[src/rtl/tcm_arbiter.sv]
// tcm_arbiter: two-port arbiter in front of a single-ported TCM.
//   Port 0 (core LSU) has fixed priority over port 1 (DMA/debug).
//   Grants are combinational. Each granted access gets an rvalid pulse
//   exactly one cycle later, for reads and for writes.
//   Optional feature macro: TCM_ARB_STARVE_EN. When it is defined, a wait
//   counter forces port 1 to win after STARVE_LIMIT consecutive lost cycles.
//   When it is undefined, arbitration is strict port-0 priority.
// Handshake: a requester holds pN_req_i and its attributes until it sees
//   pN_gnt_o high in the same cycle. An access is accepted in a cycle where
//   req && gnt. Its response is pN_rvalid_o, exactly one cycle later.
//   Requests that are not granted are never stored.
// Debug: dbg_starve_cnt_o exposes the starvation counter. It is 0 when the
//   feature is not built.
module tcm_arbiter #(
    parameter int DATA_WIDTH   = 32,
    parameter int ADDR_WIDTH   = 15,
    parameter int STARVE_LIMIT = 4
) (
    input  logic                    clk_i,
    input  logic                    rst_i,
    // port 0: core LSU
    input  logic                    p0_req_i,
    input  logic [ADDR_WIDTH-1:0]   p0_addr_i,
    input  logic                    p0_we_i,
    input  logic [DATA_WIDTH/8-1:0] p0_be_i,
    input  logic [DATA_WIDTH-1:0]   p0_wdata_i,
    output logic                    p0_gnt_o,
    output logic                    p0_rvalid_o,
    output logic [DATA_WIDTH-1:0]   p0_rdata_o,
    // port 1: DMA / debug
    input  logic                    p1_req_i,
    input  logic [ADDR_WIDTH-1:0]   p1_addr_i,
    input  logic                    p1_we_i,
    input  logic [DATA_WIDTH/8-1:0] p1_be_i,
    input  logic [DATA_WIDTH-1:0]   p1_wdata_i,
    output logic                    p1_gnt_o,
    output logic                    p1_rvalid_o,
    output logic [DATA_WIDTH-1:0]   p1_rdata_o,
    // TCM side
    output logic                    tcm_en_o,
    output logic [ADDR_WIDTH-1:0]   tcm_addr_o,
    output logic                    tcm_we_o,
    output logic [DATA_WIDTH/8-1:0] tcm_be_o,
    output logic [DATA_WIDTH-1:0]   tcm_wdata_o,
    input  logic [DATA_WIDTH-1:0]   tcm_rdata_i,
    // debug
    output logic [7:0]              dbg_starve_cnt_o
);

    localparam logic [7:0] STARVE_MAX = 8'(STARVE_LIMIT);

    logic       starve;      // port 1 has waited long enough to override port 0
    logic [7:0] starve_cnt;
    logic       resp_valid;  // an access was granted last cycle
    logic       resp_id;     // winner of last cycle: 0 = port 0, 1 = port 1

`ifdef TCM_ARB_STARVE_EN
    assign starve = p1_req_i && (starve_cnt == STARVE_MAX);

    // Count consecutive cycles in which port 1 requests but loses.
    // The count saturates at the limit.
    always_ff @(posedge clk_i) begin
        if (rst_i) begin
            starve_cnt <= 8'd0;
        end else if (!p1_req_i || p1_gnt_o) begin
            starve_cnt <= 8'd0;
        end else if (starve_cnt != STARVE_MAX) begin
            starve_cnt <= starve_cnt + 8'd1;
        end
    end
`else
    logic unused_starve_max;
    assign unused_starve_max = ^STARVE_MAX;
    assign starve            = 1'b0;
    assign starve_cnt        = 8'd0;
`endif

    assign dbg_starve_cnt_o = starve_cnt;

    // Combinational winner selection. No grants are issued during reset.
    always_comb begin
        p0_gnt_o = 1'b0;
        p1_gnt_o = 1'b0;
        if (!rst_i) begin
            if (p1_req_i && (starve || !p0_req_i)) begin
                p1_gnt_o = 1'b1;
            end else if (p0_req_i) begin
                p0_gnt_o = 1'b1;
            end
        end
    end

    // Route the winner's access to the TCM. All fields are zero when idle.
    always_comb begin
        tcm_en_o    = p0_gnt_o | p1_gnt_o;
        tcm_addr_o  = '0;
        tcm_we_o    = 1'b0;
        tcm_be_o    = '0;
        tcm_wdata_o = '0;
        if (p1_gnt_o) begin
            tcm_addr_o  = p1_addr_i;
            tcm_we_o    = p1_we_i;
            tcm_be_o    = p1_be_i;
            tcm_wdata_o = p1_wdata_i;
        end else if (p0_gnt_o) begin
            tcm_addr_o  = p0_addr_i;
            tcm_we_o    = p0_we_i;
            tcm_be_o    = p0_be_i;
            tcm_wdata_o = p0_wdata_i;
        end
    end

    // Remember who was granted, so the response goes to the right port next cycle.
    always_ff @(posedge clk_i) begin
        if (rst_i) begin
            resp_valid <= 1'b0;
            resp_id    <= 1'b0;
        end else begin
            resp_valid <= p0_gnt_o | p1_gnt_o;
            resp_id    <= p1_gnt_o;
        end
    end

    assign p0_rvalid_o = resp_valid && !resp_id;
    assign p1_rvalid_o = resp_valid &&  resp_id;
    assign p0_rdata_o  = tcm_rdata_i;
    assign p1_rdata_o  = tcm_rdata_i;

endmodule
[config.mk]
export PLATFORM = sky130hd
export DESIGN_NAME = tcm_arbiter
export DESIGN_NICKNAME = d
export VERILOG_FILES = /design/src/rtl/tcm_arbiter.sv
export SDC_FILE = /design/constraint.sdc
export NUM_CORES = 1
export LEC_CHECK = 0
export CAP_MARGIN = 10
export CORE_AREA = 4 4 103 105
export CTS_BUF_LIST = sky130_fd_sc_hd__clkbuf_16
export DETAILED_ROUTE_END_ITERATION = 16
export DIE_AREA = 0 0 107 109
export PLACE_DENSITY_LB_ADDON = 0.25
export SLEW_MARGIN = 20
export SYNTH_ARGS = -nofsm -noshare
export SYNTH_HDL_FRONTEND = slang
export SYNTH_SLANG_ARGS = --single-unit
[constraint.sdc]
create_clock -name clk_i -period 2.7 [get_ports clk_i]
set_clock_uncertainty 0.2 [all_clocks]
set_input_delay 0.405 -clock clk_i [delete_from_list [all_inputs] [get_ports clk_i]]
set_output_delay 0.405 -clock clk_i [all_outputs]
set_load 0.01 [all_outputs]
==> key figures <==
Status
  – Status: finished, final reports clean

Place
  – Dpl cells: around 380
  – DPL Wire Length: 4940 um
  – GP Congestion: 0.763
  – Placed inst area: 0.00259 mm2
  – IO buf count: about 160

GRT
  – First-pass GRT wire length: approximately 9500 um
  – Gr usage total: between 10% and 20%
  – Largest net degree at the start of global routing: 35
  – Vias in the first global route: 1621
  – GR Overflow Total: 0
  – Antenna violations before repair: 0

Floorplan
  – Initial Utilization: between 10% and 20%
  – Die height: roughly 110 um
  – Core Rows: 36
  – Die area: between 0.01 and 0.015 mm2
  – # IOs: 269
  – Die X: 107 um
  – Core area: 0.00964 mm2

Yosys
  – Yosys top cell by area: buf_4
  – Syn Inst Count: between 150 and 200
  – Syn. warnings: 0
  – Mapped Area: 0.00132 mm2
  – Synth Register Bits: 2
  – Synth top area cells: buf_4 (41%), a32o_1 (39%), buf_6 (9.4%), dfxtp_1 (3.0%), buf_2 (1.9%)
  – Avg Cell Area, Syn: between 8 and 9 um2
  – Top cell type's share of synthesized area: 40.9%
  – Post-synthesis sequential area ratio: between 3 and 4%
  – Distinct cell type count after synthesis: 12

Clock tree
  – Hold_buf cts: 0
  – Clock Pin Slew Worst Setup and Hold Paths: 0.03 ns
  – CTS Buf Count: 3
  – CTS HTree Levels: 1
  – CTS root buffer: clkbuf_16
  – Sink Count: 2
  – CTS tree: built
  – CTS max path bufs: 2

Detailed routing
  – Via/cell ratio: 4.14
  – Drt pass-1 iters: 5
  – Post-DRT Antenna Nets: 0
  – Routed length per instance: 17.5 um
  – Detailed-route wire length: 6710 um
  – DR iter-0 viols: roughly 100
  – Total number of vias: 1584
  – Residual DRC: 0

STA
  – Fin crit period: 2.64 ns
  – Final setup viols: 0
  – Fin crit share: a little over nine tenths
  – Max-slew violation count: 0
  – Fmax: 378 MHz
  – Hold Vio Cnt, Final: 0
  – TNS Setup: 0 ns
  – Unrepaired setup endpoints after global routing: false

Power and ir drop
  – Internal: 494 uW
  – Static Leak: 1.57 nW
  – Clock power frac: 33.1%
  – Gate power share: 62.1%
  – Net Switching: 172 uW
  – Peak VDD IR: just over 400 uV
  – Switching share of total power: 25.8%
  – Pwr Density: 233 mW/mm2
  – Flop pwr share: between 4 and 5%

Final layout
  – ANT cells: 0
  – Layout cell share with drive strength beyond 1: between 6 and 7%
  – Fin area: about 0.0029 mm2
  – Final Instance Count excl. Fillers: ~380
  – Reg area: about 40 um2
  – Multi-input logic area: 614 um2
  – Area delta synth->final: 116%
  – Nets: 392
  – Fillers: about 1100

Flow run
  – Max-Cap Viols: 0

Worst setup path
  – Critical path startpoint category: primary input
  – CP Class: in -> out
  – Worst setup EP type: output pin
  – Worst Path Arrival: 2.04 ns
  – CP max FO: 19
  – CP required: 2.10 ns

Min path
  – Hold Crit Endpoint: resp_valid
  – Hold Crit Class: in -> reg
  – Min-Delay Startpoint: p0_req_i
  – Hold Path Depth: 3
-- power groups by stage --
| stage | clock network (mW) | logic (mW) | registers, mW |
|---|---|---|---|
| after floorplan | 0 | 0.237 | 0.0322 |
| after global placement | 0 | 0.410 | 0.0322 |
| after detailed placement | 0 | 0.408 | 0.0324 |
| after CTS | 0.224 | 0.430 | 0.0320 |
| after global routing | 0.229 | 0.440 | 0.0321 |
| final | 0.220 | 0.414 | 0.0319 |
-- kinds of logic (layout without fill, tap and decap cells) --
family / after synthesis / in the layout / synth area share [%]
flops: 2 / 2 / 3.03
simple gates: 9 / 9 / 3.88
other cells: 1 / 8 / 0.284
buf+inv: 90 / 179 / 53.5
compound gates: 52 / 52 / 39.4
-- routing by layer --
| metal | up-vias | share of wire, % | track usage (%) |
|---|---|---|---|
| li1 | 711 | - | - |
| met1 | 726 | 40 | 13.3 |
| met2 | 122 | 46 | 16.2 |
| met3 | 25 | 11 | 2.78 |
| met4 | 0 | 3.1 | 4.57 |
| met5 | - | 0 | 0 |
-- metrics by stage --
stage          setup WS [ns]  utilization, %  hold WS (ns)  total power, mW
4_1_cts              0.00464            28.6         0.512            0.685
2_1_floorplan           1.03               -         0.277            0.269
3_5_place_dp         -0.0982            26.9         0.610            0.440
5_1_grt             0.000232            29.7         0.532            0.702
3_3_place_gp         -0.0866            26.9         0.610            0.442
6_report              0.0576            29.7         0.494            0.666
-- cell type report --
class / count / area share [%]
clock buffers: 3 / 2.63
inverters: 1 / 0.131
multi-input cells: 69 / 21.5
flip-flops and latches: 2 / 1.40
well taps: 133 / 5.82
repair buffers: 175 / 68.5
-- worst max-delay path by stage --
stage               startpoint               to  slack [ns]  cells past startpoint
floorplan             p1_req_i    tcm_addr_o[0]        1.03                      4
global placement      p0_req_i  tcm_wdata_o[16]       -0.09                      5
detailed placement    p0_req_i  tcm_wdata_o[16]        -0.1                      5
CTS                   p1_req_i      tcm_be_o[3]       0.005                      6
global route          p1_req_i  tcm_wdata_o[13]      0.0002                      6
finish                p1_req_i  tcm_wdata_o[29]        0.06                      6
-- placed cells by master (no fill, tap or decap) --
| master | n |
|---|---|
| inv_2 | 1 |
| buf_4 | 1 |
| buf_12 | 8 |
| nor2b_1 | 1 |
| dlymetal6s2s_1 | 40 |
| clkbuf_16 | 3 |
| conb_1 | 8 |
| dfxtp_1 | 2 |
| and2_1 | 3 |
| buf_16 | 2 |
| dlygate4sd2_1 | 4 |
| a32o_1 | 52 |
| nor2b_4 | 2 |
| nor2_1 | 3 |
| clkdlybuf4s50_1 | 120 |
-- worst max-delay path, stage by stage --
cell             delay (ns)
clkdlybuf4s50_1        0.48
nor2b_4                0.16
buf_12                 0.13
buf_16                 0.15
a32o_1                 0.17
clkdlybuf4s50_1        0.54
-- cells in the mapped netlist --
| cell type | count |
|---|---|
| nor2_1 | 3 |
| inv_2 | 1 |
| nor2b_1 | 2 |
| buf_2 | 5 |
| clkbuf_8 | 1 |
| buf_6 | 11 |
| nor2b_2 | 1 |
| dfxtp_1 | 2 |
| and2_1 | 3 |
| a32o_1 | 52 |
| buf_4 | 72 |
| conb_1 | 1 |
-- flip-flops by register name (all words and copies together) (netlist names) --
name        count
resp_id         1
resp_valid      1
-- timing repair --
action / CTS / global route
endpoints found under the setup margin: 37 / 40
gates cloned: 2 / 0
gates resized for setup: 6 / 40
setup buffers: 2 / 0
No activity file was read; power rests on OpenSTA's default activity.
